`src/rtl/cache_fill_fsm.sv`:
```
// rtl/cache_fill_fsm.sv - miss handler that fills one cache block from pipelined memory
//
// Purpose:
//   On a cache miss, fetches every word of the missing block from main memory.
//   Each returned word is written into the cache data array as it arrives.
//   The tag is written in one final cycle, and the block then becomes valid.
//
// Ports:
//   clk, rst_n          clock (rising edge), asynchronous active-low reset
//   miss_detected       cache miss indication, sampled only while idle
//   miss_address        byte address that missed; low block-offset bits ignored
//   fsm_busy            fill in progress (pipeline stall)
//   memory_read         one-cycle read request to main memory
//   memory_address      request address, 0 when memory_read is low
//   memory_data_valid   one returned word this cycle (in request order)
//   memory_data         returned word
//   write_data_array    data_write strobe to the cache
//   write_tag_array     tag_write strobe to the cache
//   cache_address       address decoded by the cache during a fill
//   fill_data           data_in to the cache, straight from memory_data

module cache_fill_fsm #(
  parameter int ADDR_WIDTH  = 16,
  parameter int BLOCK_WORDS = 8    // power of two, at least 2
) (
  input  logic                  clk,
  input  logic                  rst_n,
  input  logic                  miss_detected,
  input  logic [ADDR_WIDTH-1:0] miss_address,
  output logic                  fsm_busy,
  output logic                  memory_read,
  output logic [ADDR_WIDTH-1:0] memory_address,
  input  logic                  memory_data_valid,
  input  logic [15:0]           memory_data,
  output logic                  write_data_array,
  output logic                  write_tag_array,
  output logic [ADDR_WIDTH-1:0] cache_address,
  output logic [15:0]           fill_data
);

  localparam int CNT_W = $clog2(BLOCK_WORDS);
  localparam int OFF_W = CNT_W + 1;  // byte offset within a block
  localparam logic [CNT_W-1:0]      LAST_WORD  = CNT_W'(BLOCK_WORDS - 1);
  localparam logic [ADDR_WIDTH-1:0] BLOCK_MASK = ~ADDR_WIDTH'((1 << OFF_W) - 1);

  typedef enum logic [1:0] {
    IDLE = 2'd0,
    FILL = 2'd1,
    TAG  = 2'd2
  } state_t;

  state_t                  state_q, state_d;
  logic [ADDR_WIDTH-1:0]   base_q, base_d;
  logic [CNT_W-1:0]        req_cnt_q, req_cnt_d;
  logic [CNT_W-1:0]        rcv_cnt_q, rcv_cnt_d;
  logic                    busy_q, busy_d;
  logic                    read_q, read_d;
  logic [ADDR_WIDTH-1:0]   mem_addr_q, mem_addr_d;
  logic                    tag_q, tag_d;

  logic                    rsp_write;
  logic [CNT_W-1:0]        req_next;

  // base has its offset bits cleared, so OR-ing the word offset in never
  // carries into the index or tag.
  function automatic logic [ADDR_WIDTH-1:0] word_addr(input logic [ADDR_WIDTH-1:0] b,
                                                      input logic [CNT_W-1:0]      w);
    return b | ADDR_WIDTH'({w, 1'b0});
  endfunction

  always_comb begin
    rsp_write  = (state_q == FILL) && memory_data_valid;
    req_next   = req_cnt_q + CNT_W'(1);

    state_d    = state_q;
    base_d     = base_q;
    req_cnt_d  = req_cnt_q;
    rcv_cnt_d  = rcv_cnt_q;
    busy_d     = busy_q;
    read_d     = 1'b0;
    mem_addr_d = '0;
    tag_d      = 1'b0;

    case (state_q)
      IDLE: begin
        busy_d = 1'b0;
        if (miss_detected) begin
          state_d    = FILL;
          base_d     = miss_address & BLOCK_MASK;
          req_cnt_d  = '0;
          rcv_cnt_d  = '0;
          busy_d     = 1'b1;
          read_d     = 1'b1;
          mem_addr_d = miss_address & BLOCK_MASK;
        end
      end

      FILL: begin
        // read_q marks a request going out this cycle; the next one is
        // prepared unless this was the last word of the block.
        if (read_q) begin
          req_cnt_d = req_next;
          if (req_cnt_q != LAST_WORD) begin
            read_d     = 1'b1;
            mem_addr_d = word_addr(base_q, req_next);
          end
        end
        if (rsp_write) begin
          rcv_cnt_d = rcv_cnt_q + CNT_W'(1);
          if (rcv_cnt_q == LAST_WORD) begin
            state_d    = TAG;
            tag_d      = 1'b1;
            read_d     = 1'b0;
            mem_addr_d = '0;
          end
        end
      end

      TAG: begin
        state_d = IDLE;
        busy_d  = 1'b0;
      end

      default: begin
        state_d = IDLE;
        busy_d  = 1'b0;
      end
    endcase
  end

  always_ff @(posedge clk or negedge rst_n) begin
    if (!rst_n) begin
      state_q    <= IDLE;
      base_q     <= '0;
      req_cnt_q  <= '0;
      rcv_cnt_q  <= '0;
      busy_q     <= 1'b0;
      read_q     <= 1'b0;
      mem_addr_q <= '0;
      tag_q      <= 1'b0;
    end else begin
      state_q    <= state_d;
      base_q     <= base_d;
      req_cnt_q  <= req_cnt_d;
      rcv_cnt_q  <= rcv_cnt_d;
      busy_q     <= busy_d;
      read_q     <= read_d;
      mem_addr_q <= mem_addr_d;
      tag_q      <= tag_d;
    end
  end

  assign fsm_busy         = busy_q;
  assign memory_read      = read_q;
  assign memory_address   = mem_addr_q;
  assign write_tag_array  = tag_q;
  // The data strobe must land in the same cycle as the returned word, so it
  // is decoded from the registered state and the live valid.
  assign write_data_array = rsp_write;
  assign fill_data        = memory_data;

  always_comb begin
    cache_address = '0;
    if (rsp_write) begin
      cache_address = word_addr(base_q, rcv_cnt_q);
    end else if (state_q != IDLE) begin
      cache_address = base_q;
    end
  end

endmodule

```
`config.mk`:
```
export PLATFORM = sky130hd
export DESIGN_NAME = cache_fill_fsm
export DESIGN_NICKNAME = d
export VERILOG_FILES = /design/src/rtl/cache_fill_fsm.sv
export SDC_FILE = /design/constraint.sdc
export NUM_CORES = 1
export LEC_CHECK = 0
export CORE_ASPECT_RATIO = 1.25
export CORE_MARGIN = 3
export CORE_UTILIZATION = 45
export DETAILED_ROUTE_END_ITERATION = 7
export PLACE_DENSITY_LB_ADDON = 0.2
export SYNTH_ARGS = -nofsm -noshare
export SYNTH_HDL_FRONTEND = slang
export SYNTH_SLANG_ARGS = --single-unit
export TNS_END_PERCENT = 100
```
`constraint.sdc`:
```
create_clock -name clk -period 3.7 [get_ports clk]
set_input_delay 0.925 -clock clk [delete_from_list [all_inputs] [get_ports clk]]
set_output_delay 0.925 -clock clk [all_outputs]
set_load 0.02 [all_outputs]
```
=== After elaboration in Yosys (flattened, before gate mapping) ===
Index checks and enable logic that the tools add are counted.

* Logic and storage cells: 54
* Output and inout port bits: 52
* ROM bits: 0
* Memory bits (writable): 0
* Bits of input ports: 36
* Register bits after elaboration: 39
* Bits in latches: 0
* Memories kept: 0

* Divide/modulo/power cells: 0
* Order comparisons: 0
* Shift-type cells: 0
* $mul: 0
* Bitwise operators: 2
* Muxes and demuxes: 27
* Reductions and logical operators: 8
* Equal/unequal tests: 7
* Add/sub/neg operators: 2

{| class="wikitable"
|+ Operator list
! operator !! number
|-
| 16-bit two-way mux || 7
|-
| 16-bit by 4-bit bitwise OR with 16-bit output || 2
|-
| 16-bit case mux with 2 select lines || 1
|-
| 3-bit case mux with 2 select lines || 2
|-
| 3-bit two-way mux || 3
|-
| 3-bit AND reduction || 3
|-
| 1-bit two-way mux || 8
|-
| 3-bit by 1-bit adder with 3-bit output (second input constant) || 2
|-
| 2-bit two-way mux || 3
|-
| 2-bit != test (second input constant) || 3
|-
| 1-bit case mux with 2 select lines || 2
|-
| 2-bit case mux with 2 select lines || 1
|-
| 2-bit nonzero test || 2
|-
| 3-bit == test (second input constant) || 1
|-
| 3-bit != test (second input constant) || 1
|-
| 2-bit by 1-bit == test with 1-bit output (second input constant) || 1
|-
| 2-bit zero test || 1
|-
| 2-bit by 1-bit != test with 1-bit output (second input constant) || 1
|-
| 2-bit AND reduction || 1
|-
| 1-bit logical AND || 1
|}

=== Depth between registers and ports, before layout ===
Gate-level depths: netlist of run 1.

* Depth after elaboration: 7
* Depth in mapped cells: 5
* Mapped depth without buffers: 4

=== Worst setup path after synthesis of run 1 ===
Ideal clock, no wire load.

* Kind: input-to-output
* From: input port memory_data_valid
* To: output port cache_address[1]
* Path buffers: 0
* Slack: 1.282 ns
* Arrival time: 1.493 ns
* Stages on the path: 2
* Data required time: 2.775 ns
* Path through: nand2_1 nor3_1

* Longest elaborated chain between the ends: 2

{| class="wikitable"
|+ Ends and longest elaborated chain
! element !! line !! RTL
|-
| start: declaration || 33 || <nowiki>input logic memory_data_valid,</nowiki>
|-
| 1-bit logical AND || 72 || <nowiki>rsp_write = (state_q == FILL) && memory_data_valid;</nowiki>
|-
| 16-bit two-way mux || 164 || <nowiki>if (rsp_write) begin</nowiki>
|-
| end: declaration || 37 || <nowiki>output logic [ADDR_WIDTH-1:0] cache_address,</nowiki>
|}

Every way passes these cells.

=== Worst setup path after layout of run 1 ===
* From: input port memory_data_valid
* To: output port cache_address[2]

Same word-level chain as after synthesis.

==> results.toml, run 1 <==
[outcome]
status = "finished clean"

[route]
post_drt_wl_per_cell_microns = 17.0
drc_errors = 0
routed_via_density = 5.38
routed_wl_microns = 4290
vias = 1355
first_iter_violations = 37
drt_first_pass_iters = 6
postRouteAntennaNets = 0

[floorplan]
initial_core_util = 0.471
num_rows = 26
fp.dieW_microns = 64.8
dieHeight_microns = 79.5
core_sq_mm = 0.00413
dieArea_sq_mm = 0.00515
design.portCount = 88

[yosys]
synth_top_area_frac = 0.489
post_synth_num_cell_types = 32
syn_area_sq_mm = 0.00194
yosys_warnings = 0
ys_ff_latch = 38
synth-seq-area-share = 0.489
syn_inst = 164
synthTopCellsByArea = "dfrtp_1 (49%), nor2b_1 (8.4%), buf_4 (7.3%)"
avgSynthCellArea_sq_um = 11.9
synth_top_cell_by_area = "dfrtp_1"

[cts]
clk_pin_slew_ns = 0.07
insertion_delay_ns = 0.29
clkSinkCount = 38
cts_buffer_depth = 2
ctsResizeCount = 0
tritoncts.num_buffers = 5
cts-root-buf = "clkbuf_8"
postCtsSetupBuffers = 0
htreeDepth = 2
holdBufCountCts = 0
cts_tree = "yes"

[layout]
final_net_count = 235
insertedDiodeCount = 0
most-common-layout-cells = "clkdlybuf4s50_1 (48), dfrtp_1 (38), nor2b_1 (26)"
mostFrequentLayoutCell = "clkdlybuf4s50_1"
drive_gt1_frac = 0.143
fin_area_sq_mm = 0.00243
area_growth_pct = 25.0

[min_path]
min_path_type = "reg2reg"

[worst_setup_path]
crit_path_start_kind = "input pin"
worstReg2RegStart = "rcv_cnt_q[0]$_DFFE_PN0P_"
r2r_cells = 4
crit_start = "memory_data_valid"
cp-end-kind = "primary output"
worstPathMaxFanout = 7
cp.required_ns = 2.77
rrSetupSlack_ns = 1.81
cp.arrival_ns = 2.53
crit_type = "in2out"
reg2reg_to = "memory_address[1]$_DFF_PN0_"
crit_end = "cache_address[2]"

[sta]
finClkSkew_ns = 0.00700
hold_viol = 0
setup-tns-final_ns = 0
relSlewSlack = 0.200
tightest_slew_ns = 1.20
fin_crit_ns = 3.46
period_share = 0.935
fmax_mhz = 289
drv_slew = 0
setup_violations = 0
rsz0062_at_grt = "no"

[placed_design]
numPortBuffers = 49
dpl.hpwl_microns = 3000
placed_area_sq_mm = 0.00232
routabilityCongestion = 0.682

[power]
cellPowerDensity_mw_per_mm2 = 871
p_leak_nw = 1.07
irDropWorstVdd_v = 0.000345

[global_routing]
grt_first_pass_wirelength_microns = 7280
overflow = 0
grt_use_total = 0.184
grt_pass1_vias = 1473
antenna_found_initial = 0
grt_start_max_net_pins = 39

[job]
drv_cap = 0
==> cells in the mapped netlist <==
cell and n:
buf_4 19, a32o_1 12, a21boi_2 1, and3_1 1
nand2b_1 3, nand2_1 3, nor2_1 2, nand3b_1 5
buf_6 2, buf_2 4, mux2i_1 1, clkbuf_1 3
dfrtp_1 38, nor4b_1 1, a31o_2 1, or2_2 1
and3b_1 2, and2_1 2, ha_1 4, inv_1 6
o21ba_2 1, mux2_2 5, nor2b_1 26, and4_1 1
a31oi_1 1, mux2_4 7, o221ai_1 5, conb_1 1
nor3b_4 1, nor3_1 3, a221o_1 1, o21bai_1 1
==> critical path: stages <==
cell             delay (ns)
clkdlybuf4s50_1        0.60
nand2_1                0.19
nor3_1                 0.18
clkdlybuf4s50_1        0.63
==> power by group <==
group	internal (W)	switching [W]
sequential	0.000581	0.000101
clock	0.000198	0.000144
combinational	0.000562	0.000531
total	0.00134	0.000775
==> cells by family after synthesis <==
kind of cell | count (synthesis) | synth area share
adders and majority gates | 4 | 0.0257
DFF | 38 | 0.489
AOI/OAI and AO/OA | 23 | 0.112
other | 1 | 0.00193
muxes | 13 | 0.0882
and+or+nand+nor | 51 | 0.171
buffers and inverters | 34 | 0.113
==> state kept, by name, indices dropped and copies added, names as in the netlist <==
signal,cells
memory_address,15
base_q,12
rcv_cnt_q,3
req_cnt_q,3
state_q,2
fsm_busy,1
memory_read,1
write_tag_array,1
==> cell type report <==
type | instances | area [sq um]
Clock buffer | 5 | 68.8
Clock inverter | 3 | 40.0
Fill cell | 368 | 1700
Inverter | 6 | 22.5
Multi-Input combinational cell | 93 | 778
Sequential cell | 38 | 951
Tap cell | 56 | 70.1
Timing Repair Buffer | 51 | 500
==> metal layers <==
layer / GRT usage / wire [microns] / part of all wire
met1: 0.203 / 1630 / 0.38
met2: 0.310 / 2280 / 0.53
met3: 0.0775 / 341 / 0.080
met4: 0.0740 / 34 / 0.0079
met5: 0 / 0 / 0
==> worst min path at each step <==
stage | start | end | slack (ns) | cells after the start
2_1_floorplan | req_cnt_q[0]$_DFFE_PN0P_ | memory_address[1]$_DFF_PN0_ | 0.47 | 1
5_1_grt | base_q[13]$_DFFE_PN0P_ | base_q[13]$_DFFE_PN0P_ | 0.54 | 1
4_1_cts | base_q[7]$_DFFE_PN0P_ | base_q[7]$_DFFE_PN0P_ | 0.52 | 1
3_3_place_gp | base_q[6]$_DFFE_PN0P_ | base_q[6]$_DFFE_PN0P_ | 0.50 | 1
6_report | base_q[6]$_DFFE_PN0P_ | base_q[6]$_DFFE_PN0P_ | 0.52 | 1
3_5_place_dp | base_q[13]$_DFFE_PN0P_ | base_q[13]$_DFFE_PN0P_ | 0.51 | 1
==> per-stage QoR <==
| step | setup slack, ns | instances | total power (W) | hold slack (ns) | utilization |
|---|---|---|---|---|---|
| floorplan | 1.28 | 165 | 0.00138 | 0.473 | - |
| global placement | 0.323 | 244 | 0.00174 | 0.499 | 0.562 |
| detailed placement | 0.243 | 244 | 0.00179 | 0.506 | 0.562 |
| CTS | 0.245 | 252 | 0.00214 | 0.525 | 0.588 |
| global route | 0.145 | 252 | 0.00225 | 0.536 | 0.588 |
| finish | 0.242 | 252 | 0.00212 | 0.522 | 0.588 |
Power figures use the tool's default switching activity.
==> run 2, diff against run 1 <==
GPL_TIMING_DRIVEN = 0   (was not set)
HOLD_SLACK_MARGIN = 0.15   (was not set)
==> run 2 against run 1 <==
Effect of this change: first-iteration DRC count increased by 65%; via count is 5.6% higher; critical path depth unchanged; clock skew is 0.0034 ns lower; flip-flop and latch count unchanged; setup slack better by 0.0040 ns; combinational power rose by 5%; non-clock buffer count increased by 42; total power is 0.81% lower; wire length is 1.3% higher; count of clock-buffer cells in the layout grew 1; worst hold slack got worse by 0.0033 ns.
==> results.toml, run 2 (same netlist as run 1, synthesis figures left out) <==
[floorplan]
dieHeight_microns = 79.5
core_sq_mm = 0.00413
fp.dieW_microns = 64.8
dieArea_sq_mm = 0.00515
num_rows = 26
design.portCount = 88
initial_core_util = 0.471

[min_path]
whs_path_depth = 1
hold_start = "base_q[8]$_DFFE_PN0P_"
min_path_type = "reg2reg"

[layout]
final_net_count = 277
insertedDiodeCount = 0
drive_gt1_frac = 0.208
largest_register_ffs = 15
most-common-layout-cells = "clkdlybuf4s50_1 (64), dfrtp_1 (38), nor2b_1 (26)"
area_growth_pct = 41.2
mostFrequentLayoutCell = "clkdlybuf4s50_1"

[power]
p_int_w = 0.00133
p_switching_w = 0.000769
p_leak_nw = 1.23
switching_share = 0.366
seqPwrFrac = 0.323
pwr-share-comb = 0.545
p_clk_frac = 0.131
irDropWorstVdd_v = 0.000376
cellPowerDensity_mw_per_mm2 = 764

[worst_setup_path]
crit_path_start_kind = "input pin"
r2r_cells = 5
cp.required_ns = 2.77
cp.arrival_ns = 2.53
crit_end = "cache_address[1]"
cp_slowest_cell = "clkdlybuf4s50_1"
critPathMostFrequentCell = "clkdlybuf4s50_1"
crit_start = "memory_data_valid"
worstPathMaxFanout = 7
path_cells = "clkdlybuf4s50_1, nand2_1, nor3_1, clkdlybuf4s50_1"
reg2reg_to = "memory_address[12]$_DFF_PN0_"
worstReg2RegStart = "req_cnt_q[0]$_DFFE_PN0P_"
crit_type = "in2out"
max_stage_delay_ns = 0.64
cp-end-kind = "primary output"
rrSetupSlack_ns = 1.95

[placed_design]
dpl.hpwl_microns = 3260
routabilityCongestion = 0.785
dp_worst_setup_slack_ns = 0.264
numPortBuffers = 65

[sta]
setup_violations = 0
hold_ws_ns = 0.519
fmax_mhz = 290
hold_viol = 0
fin_ws_ns = 0.246
rsz0062_at_grt = "no"
tightest_slew_ns = 0.827
relSlewSlack = 0.449
period_share = 0.934
finClkSkew_ns = 0.00364
drv_slew = 0
fin_crit_ns = 3.45
setup-tns-final_ns = 0

[cts]
insertion_delay_ns = 0.29
clkSinkCount = 38
cts_tree = "yes"
postCtsSetupBuffers = 0
holdBufCountCts = 0
tritoncts.num_buffers = 5
cts_buffer_depth = 2
ctsResizeCount = 0
cts-root-buf = "clkbuf_8"
htreeDepth = 2
clk_pin_slew_ns = 0.06

[global_routing]
grt_pass1_vias = 1498
grt_first_pass_wirelength_microns = 7110
grt_use_total = 0.182
overflow = 0
grt_start_max_net_pins = 39
antenna_found_initial = 0

[route]
post_drt_wl_per_cell_microns = 14.9
first_iter_violations = 61
routed_via_density = 4.90
routed_wl_microns = 4340
postRouteAntennaNets = 0
drc_errors = 0
drt_first_pass_iters = 4
vias = 1431

[job]
drv_cap = 0

[outcome]
status = "finished clean"
## run 2: metrics by stage
step | cells | total power (W) | area [sq um] | util
3_5_place_dp | 286 | 0.00184 | 2660 | 0.645
3_3_place_gp | 286 | 0.00182 | 2670 | 0.646
4_1_cts | 292 | 0.00212 | 2750 | 0.665
6_report | 292 | 0.00210 | 2750 | 0.665
2_1_floorplan | 165 | 0.00138 | 1950 | -
5_1_grt | 292 | 0.00225 | 2750 | 0.665
## run 2: worst min path at each step
stage | end | slack [ns]
floorplan | memory_address[1]$_DFF_PN0_ | 0.47
global placement | base_q[15]$_DFFE_PN0P_ | 0.50
detailed placement | base_q[12]$_DFFE_PN0P_ | 0.50
CTS | base_q[12]$_DFFE_PN0P_ | 0.52
global route | base_q[5]$_DFFE_PN0P_ | 0.55
finish | base_q[8]$_DFFE_PN0P_ | 0.52
## run 2: per-layer routing
| layer | part of all wire | global-route usage | vias to the layer above |
|---|---|---|---|
| met4 | 0.019 | 0.0761 | 0 |
| met1 | 0.40 | 0.205 | 683 |
| met5 | 0 | 0 | - |
| li1 | - | - | 696 |
| met2 | 0.52 | 0.319 | 45 |
| met3 | 0.060 | 0.0479 | 7 |
## run 2: power groups by stage
stage	clock network, W	registers (W)	logic [W]
final	0.000276	0.000679	0.00114
after global routing	0.000306	0.000703	0.00124
after CTS	0.000283	0.000680	0.00116
after detailed placement	0	0.000685	0.00115
after global placement	0	0.000682	0.00113
after floorplan	0	0.000747	0.000630
## run 2: worst max-delay path: cells and delay by family
family	cells	cell delay, ns
and+or+nand+nor	2	0.38
buffers and inverters	2	1.22
## run 2: layout make-up
class                      count  area, sq um
fill                         331         1390
sequential                    38          951
multi-input combinational     93          778
clock buffer                   6         82.6
buffer                        28          196
tap                           56         70.1
timing repair buffer          65          646
inverter                       6         22.5
